==> config.mk <==
export PLATFORM = sky130hd
export DESIGN_NAME = store_expect_match
export DESIGN_NICKNAME = d
export VERILOG_FILES = /design/src/rtl/store_expect_match.sv
export SDC_FILE = /design/constraint.sdc
export NUM_CORES = 1
export LEC_CHECK = 0
export ABC_AREA = 1
export CAP_MARGIN = 20
export CORE_AREA = 2 2 130 132
export DETAILED_ROUTE_END_ITERATION = 16
export DIE_AREA = 0 0 132 134
export PLACE_DENSITY = 0.61
export SLEW_MARGIN = 15
export SYNTH_ARGS = -nofsm -noshare
export SYNTH_HDL_FRONTEND = slang
export SYNTH_SLANG_ARGS = --single-unit
==> constraint.sdc <==
create_clock -name vclk -period 3.73
set_input_delay 0.5595 -clock vclk [all_inputs]
set_output_delay 0.5595 -clock vclk [all_outputs]
set_load 0.02 [all_outputs]
==> src/rtl/store_expect_match.sv <==
// Combinational comparison of one store against the expected-store table:
// per-entry address hits, per-entry data equality, and the lowest unmatched hit.
module store_expect_match #(
  parameter int NUM_EXP = 4,
  parameter int ADDR_W  = 32,
  parameter int DATA_W  = 32,
  localparam int IDX_W  = (NUM_EXP > 1) ? $clog2(NUM_EXP) : 1
) (
  input  logic [NUM_EXP*ADDR_W-1:0] exp_addr_i,
  input  logic [NUM_EXP*DATA_W-1:0] exp_data_i,
  input  logic [NUM_EXP-1:0]        matched_i,
  input  logic [ADDR_W-1:0]         dataadr_i,
  input  logic [DATA_W-1:0]         writedata_i,
  output logic [NUM_EXP-1:0]        addrHit_o,
  output logic [NUM_EXP-1:0]        dataEq_o,
  output logic                      unmHit_o,
  output logic [IDX_W-1:0]          unmIdx_o,
  output logic                      unmDataEq_o
);

  logic [NUM_EXP-1:0] hit;
  logic [NUM_EXP-1:0] eq;

  always_comb begin
    hit         = '0;
    eq          = '0;
    unmHit_o    = 1'b0;
    unmIdx_o    = '0;
    unmDataEq_o = 1'b0;
    // Scan downwards so the lowest unmatched index is the one left selected.
    for (int i = NUM_EXP - 1; i >= 0; i--) begin
      hit[i] = (exp_addr_i[i*ADDR_W +: ADDR_W] == dataadr_i);
      eq[i]  = (exp_data_i[i*DATA_W +: DATA_W] == writedata_i);
      if (hit[i] && !matched_i[i]) begin
        unmHit_o    = 1'b1;
        unmIdx_o    = IDX_W'(i);
        unmDataEq_o = eq[i];
      end
    end
  end

  assign addrHit_o = hit;
  assign dataEq_o  = eq;

endmodule

==> impl_metrics.csv, run 1 <==
group,metric,value,unit
die,core,0.0163,mm²
sta,fin_crit_sh,93.3,%
setup_path,path_common_cell,"nand2_1",
finish,fill_cells,1729,
power_and_ir_drop,power_density,104,mW/mm²
setup_path,cp_slowest_cell,"clkdlybuf4s50_1",
die,dieWidth,132,µm
global_routing,overflow,0,
routing,via_count,4878,
sta,tightestPinTransition,0.330,ns
routing,ant_nets,0,
finish,final_cell_mix,"clkdlybuf4s50_1 (335), nand2_1 (187), xnor2_1 (172)",
routing,drc,0,
min_path,hold_start,"dataadr_i[28]",
setup_path,worstPathRequired,3.17,ns
sta,fmax,287,MHz
synthesis,syn_nets,1000,
min_path,holdPathEnd,"addrHit_o[2]",
die,num_rows,47,
setup_path,cp_cell_sequence,"clkdlybuf4s50_1 > xnor2_1 > nand2_1 > nor2_1 > nand2_1 > nor2_1 > nand2_1 > nor2_2 > nor2_1 > nand2_1 > nand2_1 > nand2_1 > clkdlybuf4s50_1",
flow_run,cap_violations,0,
setup_path,crit_type,"primary input to output port",
finish,finalNonFillerCells,1203,
synthesis,ys_seq_area_share,0,%
synthesis,syn_avg_cell_area,5.65,µm²
die,die_area,0.0177,mm²
die,io_pins,336,
routing,drt-vias-per-instance,4.05,
routing,first_iter_violations,115,
sta,slew_violations,0,
setup_path,startpoint_type,"primary input",
sta,maxSlewHeadroom,78.0,%
power_and_ir_drop,finalPower,0.755,mW
sta,hold_violations,0,
finish,layout_commonest_cell,"clkdlybuf4s50_1",
synthesis,syn-instance-count,676,
place,hpwl,15600,µm
power_and_ir_drop,leakage,2.90,nW
finish,fin_util,44.7,%
synthesis,synth_cell_types,29,
finish,seq_cell_count,0,
routing,drt_wl_total,16900,µm
die,die_h,134,µm
global_routing,grt_use_total,18.4,%
synthesis,synth.area.top_cells,"xnor2_1 (39%), nand2_1 (18%), nor2_1 (7.6%)",
global_routing,grt_pass1_vias,4913,
place,portBuffers,336,
setup_path,critical-path-max-stage-delay,0.66,ns
setup_path,cp_max_fo,5,
finish,nets,1309,
finish,antenna_cells,0,
sta,final-setup-viol-count,0,
setup_path,cp.arrival,2.92,ns
min_path,min_path_type,"primary input to output port",
finish,clock_buffers,0,
synthesis,syn_area,0.00382,mm²
finish,seqCellArea,0,µm²
finish,layout-drive-gt1-share,3.05,%
synthesis,yosysWarnings,0,
die,start_util,23.5,%
global_routing,grt_max_degree,7,
place,dpl.cell_count,1203,
power_and_ir_drop,ir_worst_vdd,49.0,µV
sta,setup_tns,0,ns
setup_path,crit_path_start,"dataadr_i[25]",
routing,drt_pass1_iterations,6,
routing,wl_per_cell,14.0,µm
status,status,"completed",
synthesis,synth_top_area_share,39.4,%
sta,whs,2.29,ns
setup_path,end_kind,"output port",
finish,area_delta_synth_final,90.5,%
global_routing,grt_antenna_before_repair,1,
min_path,hold_path_depth,7,
sta,rsz0062_at_grt,"no",
sta,period_minus_slack,3.48,ns
global_routing,grt_pass1_wl,26100,µm
place,gp_congestion,0.869,
synthesis,yosysTopAreaCell,"xnor2_1",
[cell usage after synthesis, drive strengths merged]
library cell,number
nand4,22
xor2,17
o21ai,3
inv,83
nand3,31
nand3b,2
clkbuf,13
buf,17
o2111a,1
nor4,1
xnor2,172
nor3,9
a21oi,5
nor2,84
or2,26
nand2,188
o22ai,2
[repair_timing]
| action | 4_1_cts | 5_1_grt |
|---|---|---|
| hold buffers | 0 | 0 |
| setup endpoints to repair | 0 | 2 |
| buffers inserted | 0 | 0 |
| resized for setup | 0 | 2 |
[final cells by class]
type	instances	area [µm²]	share of cell area, %
Inverter	83	312	4.28
Timing Repair Buffer	337	3370	46.3
Multi-Input combinational cell	563	3320	45.6
Tap cell	220	275	3.78
[power by group]
group	leakage [nW]	total [mW]	switching, mW	internal, mW
Clock	0	0	0	0
Combinational	2.90	0.755	0.273	0.482
Sequential	0	0	0	0
[logic make-up after synthesis]
logic type      Yosys count  synth area share (%)
simple gates            363                  41.8
xor+xnor                189                  43.3
buf+inv                 113                  13.2
compound gates           11                  1.67
[per-layer routing]
layer	share of wire [%]	vias to the layer above	track usage (%)
li1	-	2642	-
met1	39	2018	21.1
met2	52	208	36.3
met3	8.0	8	4.12
met4	0.73	2	1.15
met5	0.077	-	0
[how the worst max path moves through the flow]
| stage | slack (ns) | end |
|---|---|---|
| after detailed placement | 0.19 | unmDataEq_o |
| after floorplan | 1.32 | unmDataEq_o |
| final | 0.25 | unmDataEq_o |
| after CTS | 0.19 | unmDataEq_o |
| after global routing | 0.01 | unmDataEq_o |
| after global placement | 0.17 | unmIdx_o[0] |
[worst max-delay path, delay by kind of cell]
kind	cells	cell delay, ns
buf+inv	2	1.26
xor+xnor	1	0.17
simple gates	10	0.93
[stage by stage]
stage,setup slack (ns),instance area (µm²)
after floorplan,1.32,3820
after global placement,0.170,7270
after detailed placement,0.190,7270
after CTS,0.187,7270
after global routing,0.0116,7280
final,0.252,7280
No activity file was read; power rests on OpenSTA's default activity.
==> run 2, diff against run 1 <==
Settings changed: GPL_ROUTABILITY_DRIVEN from default to 0.
==> results of run 2 <==
No change in the layout: final DEF, timing and power equal those of run 1.
==> run 3, diff against run 2 <==
Settings changed: SKIP_LAST_GASP from default to 1.
==> results of run 3 <==
No change in the layout: final DEF, timing and power equal those of run 1.
